[src/rtl/fetch_stallmem.sv]
// -----------------------------------------------------------------------------
// fetch_stallmem
//
// Instruction-fetch stage in front of decode. It owns the PC and fetches
// 16-bit instructions from an instruction memory that can take several cycles
// to answer. Each fetched instruction is held stable until decode accepts it.
// On acceptance the next PC is formed from the redirect information that
// decode hands back.
//
// Only one access is outstanding at a time. No speculative fetch is done:
// the next request is issued only after the current instruction is accepted.
// A redirect therefore costs no extra cycle.
//
// Ports
//   clk         in   1   clock; every state update happens on posedge
//   rst         in   1   synchronous, active-high reset
//   id_ready    in   1   decode accepts the held instruction this cycle
//   halt        in   1   held instruction is HALT; sampled only while holding
//   jalr        in   1   register-indirect redirect: register + fimm
//   brj         in   1   PC-relative redirect: pc_plus2 + fimm
//   fimm        in  16   sign-extended immediate from decode
//   register    in  16   Rs value from decode
//   imem_rdata  in  16   memory read data, valid together with imem_done
//   imem_stall  in   1   memory is not accepting the request this cycle
//   imem_done   in   1   read data is returned this cycle
//   imem_err    in   1   memory reports a fault
//   imem_addr   out 16   fetch address (always equal to pc)
//   imem_rd     out  1   read request
//   instr       out 16   held instruction (NOP_INSTR when none is held)
//   instr_valid out  1   instr is valid
//   pc          out 16   address of the held instruction
//   pc_plus2    out 16   pc + 2, used for link writes
//   halted      out  1   sticky; fetch stopped by HALT
//   error       out  1   sticky; fetch fault
// -----------------------------------------------------------------------------
module fetch_stallmem #(
  parameter logic [15:0] RESET_PC  = 16'h0000,
  parameter int          MAX_WAIT  = 15,
  parameter logic [15:0] NOP_INSTR = 16'h0800
) (
  input  logic        clk,
  input  logic        rst,
  input  logic        id_ready,
  input  logic        halt,
  input  logic        jalr,
  input  logic        brj,
  input  logic [15:0] fimm,
  input  logic [15:0] register,
  input  logic [15:0] imem_rdata,
  input  logic        imem_stall,
  input  logic        imem_done,
  input  logic        imem_err,
  output logic [15:0] imem_addr,
  output logic        imem_rd,
  output logic [15:0] instr,
  output logic        instr_valid,
  output logic [15:0] pc,
  output logic [15:0] pc_plus2,
  output logic        halted,
  output logic        error
);

  typedef enum logic [2:0] {
    S_REQ    = 3'd0,
    S_WAIT   = 3'd1,
    S_HOLD   = 3'd2,
    S_HALTED = 3'd3,
    S_ERR    = 3'd4
  } state_t;

  // Value of the wait counter on the last allowed WAIT cycle: the counter
  // starts at 0 on the first WAIT cycle, so reaching this value without a
  // response means MAX_WAIT cycles have passed with no data.
  localparam logic [3:0] LP_LAST_WAIT = 4'(MAX_WAIT - 1);

  state_t      r_state;
  state_t      w_next_state;
  logic [15:0] r_pc;
  logic [15:0] r_instr;
  logic [3:0]  r_wait_cnt;

  logic [15:0] w_pc_plus2;
  logic [15:0] w_target;
  logic        w_latch_instr;
  logic        w_load_pc;

  // All adds are 16 bits wide and wrap naturally (0xFFFE + 2 = 0x0000).
  assign w_pc_plus2 = r_pc + 16'd2;
  // jalr takes priority over brj when decode raises both.
  assign w_target   = jalr ? (register + fimm)
                    : brj  ? (w_pc_plus2 + fimm)
                    :        w_pc_plus2;

  // NOTE: every signal written here gets a default first, so no path can
  // leave it unassigned and no latch is inferred.
  always_comb begin
    w_next_state  = r_state;
    w_latch_instr = 1'b0;
    w_load_pc     = 1'b0;

    unique case (r_state)
      S_REQ: begin
        if (imem_err) begin
          w_next_state = S_ERR;
        end else if (imem_stall) begin
          w_next_state = S_REQ;
        end else if (imem_done) begin
          w_latch_instr = 1'b1;
          w_next_state  = S_HOLD;
        end else begin
          w_next_state = S_WAIT;
        end
      end

      S_WAIT: begin
        if (imem_err) begin
          w_next_state = S_ERR;
        end else if (imem_done) begin
          w_latch_instr = 1'b1;
          w_next_state  = S_HOLD;
        end else if (r_wait_cnt == LP_LAST_WAIT) begin
          w_next_state = S_ERR;
        end
      end

      S_HOLD: begin
        if (id_ready) begin
          if (halt) begin
            w_next_state = S_HALTED;
          end else if (w_target[0]) begin
            // A misaligned target is a fault; the PC keeps pointing at the
            // instruction that produced it.
            w_next_state = S_ERR;
          end else begin
            w_load_pc    = 1'b1;
            w_next_state = S_REQ;
          end
        end
      end

      S_HALTED: w_next_state = S_HALTED;
      S_ERR:    w_next_state = S_ERR;
      default:  w_next_state = S_ERR;
    endcase
  end

  // NOTE: sequential state is written with non-blocking assignments only, so
  // every register samples the values from before this clock edge.
  always_ff @(posedge clk) begin
    if (rst) begin
      r_state    <= S_REQ;
      r_pc       <= RESET_PC;
      r_instr    <= NOP_INSTR;
      r_wait_cnt <= 4'd0;
    end else begin
      r_state <= w_next_state;

      if (w_latch_instr) begin
        r_instr <= imem_rdata;
      end

      if (w_load_pc) begin
        r_pc <= w_target;
      end

      // The counter restarts on every request so each WAIT phase gets the
      // full budget.
      if (r_state == S_REQ) begin
        r_wait_cnt <= 4'd0;
      end else if (r_state == S_WAIT && !imem_done) begin
        r_wait_cnt <= r_wait_cnt + 4'd1;
      end
    end
  end

  // Every output is a decode of flops only, with no combinational path from
  // any input, so decode and memory see clean signals for the whole cycle.
  assign imem_addr   = r_pc;
  assign imem_rd     = (r_state == S_REQ);
  assign instr_valid = (r_state == S_HOLD);
  assign instr       = instr_valid ? r_instr : NOP_INSTR;
  assign pc          = r_pc;
  assign pc_plus2    = w_pc_plus2;
  assign halted      = (r_state == S_HALTED);
  assign error       = (r_state == S_ERR);

endmodule

[config.mk]
export PLATFORM = sky130hd
export DESIGN_NAME = fetch_stallmem
export DESIGN_NICKNAME = d
export VERILOG_FILES = /design/src/rtl/fetch_stallmem.sv
export SDC_FILE = /design/constraint.sdc
export NUM_CORES = 1
export LEC_CHECK = 0
export CORE_AREA = 5 5 120 122
export CTS_BUF_LIST = sky130_fd_sc_hd__clkbuf_2 sky130_fd_sc_hd__clkbuf_4 sky130_fd_sc_hd__clkbuf_8
export DETAILED_ROUTE_END_ITERATION = 6
export DIE_AREA = 0 0 125 127
export PLACE_DENSITY = 0.52
export SYNTH_ARGS = -nofsm -noshare
export SYNTH_HDL_FRONTEND = slang
export SYNTH_SLANG_ARGS = --single-unit
[constraint.sdc]
create_clock -name clk -period 3.75 [get_ports clk]
set_input_delay 0.75 -clock clk [delete_from_list [all_inputs] [get_ports clk]]
set_output_delay 0.75 -clock clk [all_outputs]
set_load 0.02 [all_outputs]
# == Word level (Yosys, flattened, before mapping) ==
# Index checks and enable logic that the tools add are counted.
# word_totals
out_inout_bits,68
in_bits,57
regBits,39
elab_cells,42
# op_classes
addsub,4
n_eq_ne,7
mux,22
n_reduce_logical,5
# op_table
operator,n
$mux W16,3
$add A16 B16 Y16,2
$mux W3,7
$add A16 B2 Y16 const B,1
$pmux W3 S4,1
$mux W1,8
$eq A3 B2 Y1 const B,2
$add A4 B1 Y4 const B,1
$eq A4 B4 Y1 const B,1
$mux W2,2
$ne A4 B4 Y1 const B,1
$eq A3 B1 Y1 const B,1
$eq A3 B3 Y1 const B,1
$logic_not A3 Y1,1
$ne A2 B2 Y1 const B,1
$pmux W1 S2,1
$reduce_and A2 Y1,1
$reduce_or A2 Y1,1
$logic_and A1 B1 Y1,1
$logic_not A1 Y1,1

# == Longest topological paths before layout ==
# logic_depth
ltp_word,8
mapped_depth,12
depth_no_buf,12

# == Worst setup path after synthesis ==
# Ideal clock, no wire load.
# synth_timing
kind,flip-flop to flip-flop
from,"reg r_pc[3], in the netlist imem_addr[3]"
to,"reg r_pc[15], in the netlist imem_addr[15]"
path_buffers,0
setup_slack_ns,0.558
setup_time_ns,0.127
t_arrival_ns,3.065
required_ns,3.623
period_less_slack_ns,3.192
stages_incl_launch_ff,13
path_cell_list,dfxtp_1 > nand3_2 > nor3_1 > nand3_1 > xnor2_1 > ha_1 > a21o_1 > a21oi_1 > nor3b_1 > a221oi_2 > mux2i_1 > mux2i_1 > o211ai_2
# synth_between
elab_chain_cells,4
# synth_rtl
item,line_no,source
from (decl),78,logic [15:0] r_pc;
from (signal assigned),163,r_pc <= w_target;
$add A16 B2 Y16,88,assign w_pc_plus2 = r_pc + 16'd2;
net pc_plus2[12],58,"output logic [15:0] pc_plus2,"
$add A16 B16 Y16,91,: brj ? (w_pc_plus2 + fimm)
$mux W16,91,
$mux W16,90,assign w_target = jalr ? (register + fimm)
# The timed path passes the listed nets, and every way through them passes these cells.
# A chain may end at the register's enable or synchronous reset.

# == Worst setup path after layout ==
# layout_timing
from,"reg r_pc[3], in the netlist imem_addr[3]"
to,"reg r_pc[15], in the netlist imem_addr[15]"
# layout_between
elab_chain_cells,4
# layout_rtl
item,line_no
$add A16 B2 Y16 (*),88
$add A16 B16 Y16,91
$mux W16 (*),91
$mux W16 (*),90
# Mark *: on every way between the ends. The rest lies on a longest branch, timed or not.

==> summary.md <==
| Metric | Value |
|---|---|
| Post-Route Skew | `0.0124 ns` |
| Required @ worst endpoint | `between 3 and 4 ns` |
| CP arrival | `3.54 ns` |
| P_leak | `2.11 nW` |
| Starting density of the core | `between 20% and 30%` |
| Grt ovf | `0` |
| Placer Congestion | `roughly 0.93` |
| Share of post-route cells with drive strength above 1 | `7.48%` |
| RSZ-0062 raised after global routing | `false` |
| CTS tree | `built` |
| Syn_area_per_cell | `7.86 sq um` |
| Main synth FF type | `dfxtp_1` |
| Post-Syn Area | `about 3900 sq um` |
| Clock slew at reported path FFs | `about 0.09 ns` |
| Post-synth EDFFs | `0` |
| Worst Setup End Kind | `flip-flop` |
| Post-synth top cells | `nor2_1 (60), dfxtp_1 (39), nand2_1 (39), ha_1 (37)` |
| Post-route DRC | `0` |
| Synthesized net count | `587` |
| CTS Root Cell | `clkbuf_8` |
| Max Fclk | `0.298 GHz` |
| Final setup fails | `0` |
| Worst-path fanout max | `8` |
| Post-synthesis sequential area ratio | `20.2%` |
| Top-count cell post-synth | `nor2_1` |
| Hold Buf Count CTS | `0` |
| Final Slew Violations | `0` |
| Area Growth Syn to Fin | `38.3%` |
| Setup CP Type | `flip-flop to flip-flop` |
| Initial antenna violation count | `0` |
| Gate count after technology mapping | `491` |
| Initial DRT Pass Iterations | `4` |
| Chain of cells forming the critical path | `nand3_2 > nor3_1 > nand3_1 > xnor2_1 > ha_1 > a21o_1 > a21oi_1 > nor3b_1 > a221oi_2 > mux2i_1 > mux2i_1 > o211ai_2` |
| Ys Warns | `0` |
| Slowest CP cell | `dfxtp_1` |
| Final period utilization | `89.3%` |
| Worst Tran Pin Value | `1.13 ns` |
| Clock sinks | `39` |
| Io pins | `~130` |
| Fin util | `40.8%` |
| Via count | `3,808` |
| Worst Hold Class | `flip-flop to flip-flop` |
| CTS resizes | `0` |
| Setup Fix Bufs, Post-CTS | `0` |
| Slew HR | `between 20% and 30%` |
| Post-synth top area share | `between 20% and 30%` |
| Vias in the first global route | `3,866` |
| FFs w/ async S/R, synth | `0%` |
| Post-Route WL | `12.1 mm` |
| PD cells | `214 nW/um^2` |
| Fin nets | `between 600 and 700` |
| Synth unique cells | `65` |
| Wire length per cell | `roughly 16 um` |
| First-pass GRT wire length | `slightly below 20 mm` |
| Max H-tree Level | `2` |
| CTS Buf Count | `5` |
| Yosys top cell by area | `dfxtp_1` |
| Overall die width | `125 um` |
| Top cells by area, synth | `dfxtp_1 (20%), ha_1 (12%), nor2_1 (5.8%)` |
| Hold Fails Final Rpt | `0` |
| Total die area | `15,900 sq um` |
| Post-DRT Antenna Nets | `0` |
| Cell Rows | `42` |
| Core box area | `13,100 sq um` |
| Chip height | `127 um` |
| Max Root-Sink Buffers | `2` |
| Most frequent CP cell | `mux2i_1` |
| Later-pin clock latency in the skew report | `around 0.30 ns` |
| I/O Buffers | `124` |
| Max stage delay on crit path | `0.50 ns` |
| Inserted Diodes | `0` |
| Max cap viols | `0` |
| #FFs+latches synth | `39` |
| Final min period | `3.35 ns` |
| Vias/cell | `4.89` |
| Critical Path Start Type | `flip-flop` |
| Worst VDD drop | `0.000143 V` |
| Largest net degree at the start of global routing | `26` |
| Initial DRC Count | `about 300` |
| Status | `finished clean` |
| Total GRT Usage | `15.1%` |
| Hpwl dp | `10.0 mm` |
| Setup TNS | `0 ns` |
[sequential cells by signal, summed over array words and instances (netlist names)]
register and count:
r_state 3, r_wait_cnt 4, r_instr 16, imem_addr 16
[per-stage QoR]
| step | cells | setup slack [ns] | hold WS, ns | cell area (sq um) | power [mW] |
|---|---|---|---|---|---|
| floorplan | 491 | 0.558 | 0.426 | 3860 | 0.652 |
| global placement | 770 | 0.374 | 0.435 | 5220 | 0.777 |
| detailed placement | 770 | 0.333 | 0.447 | 5220 | 0.780 |
| CTS | 778 | 0.408 | 0.468 | 5340 | 1.16 |
| global route | 778 | 0.137 | 0.514 | 5340 | 1.21 |
| finish | 778 | 0.400 | 0.459 | 5340 | 1.14 |
[metal layers]
metal / part of all wire [%] / GRT usage, % / routed length [um] / vias up
li1: - / - / - / 1950
met1: 48 / 20.4 / 5780 / 1742
met2: 47 / 25.9 / 5640 / 110
met3: 5.1 / 2.80 / 623 / 6
met4: 0.62 / 2.30 / 75 / 0
met5: 0 / 0 / 0 / -
[logic make-up (layout without fill, tap and decap cells)]
group	count (synthesis)	after routing	share of synthesized area [%]
adder cells (fa/ha/maj)	39	39	13.0
buffers and inverters	51	162	6.84
multiplexers	22	22	5.77
flip-flops	39	39	20.2
AND/OR/NAND/NOR	185	185	24.4
AO/OA/AOI/OAI	118	118	21.4
XOR/XNOR	37	37	8.39
[power breakdown]
part | total [mW] | leakage (nW) | switching, mW | internal [mW]
sequential | 0.429 | 0.315 | 0.00749 | 0.422
clock | 0.371 | 0.0612 | 0.156 | 0.215
combinational | 0.342 | 1.73 | 0.175 | 0.167
[placed cells by master, fill, tap and decap left out, drive strengths merged, types with 3 or more instances in the layout]
cell	count
nor3	15
nor3b	5
xor2	12
a31oi	8
a211oi	18
xnor2	25
o21bai	4
a21o	8
nand2	39
clkdlybuf4s50	124
inv	16
a211o	3
and2	19
o21ai	26
ha	37
nand2b	13
nor2	61
a21oi	27
o211ai	6
nand4	4
buf	13
dfxtp	39
clkbuf	6
nor4	3
mux2i	20
nand3	16
a311oi	3
[critical path, delay by kind of cell (launching register included)]
kind / cells / cell delay (ns)
AOI/OAI and AO/OA: 4 / 0.67
xor gates and xnor gates: 1 / 0.37
adders and majority gates: 1 / 0.40
DFF: 1 / 0.50
muxes: 2 / 0.43
and+or+nand+nor: 4 / 0.87
[layout make-up]
cell class	instances	area, sq um
flip-flops and latches	39	781
repair buffers	137	1340
well taps	176	220
fillers	1339	7740
clock inverters	2	35.0
clock buffers	6	82.6
inverters	17	63.8
multi-input cells	401	2820
[final timing paths]
check / end / slack (ns) / startpoint / depth (start not counted)
max: imem_addr[15]$_SDFFE_PP0P_ / 0.40 / imem_addr[3]$_SDFFE_PP0P_ / 12
min: r_instr[11]$_SDFFE_PP1P_ / 0.46 / r_instr[11]$_SDFFE_PP1P_ / 1
max reg2reg: imem_addr[15]$_SDFFE_PP0P_ / 0.40 / imem_addr[3]$_SDFFE_PP0P_ / 12
min reg2reg: r_instr[11]$_SDFFE_PP1P_ / 0.46 / r_instr[11]$_SDFFE_PP1P_ / 1
(Power assumes the default switching activity.)
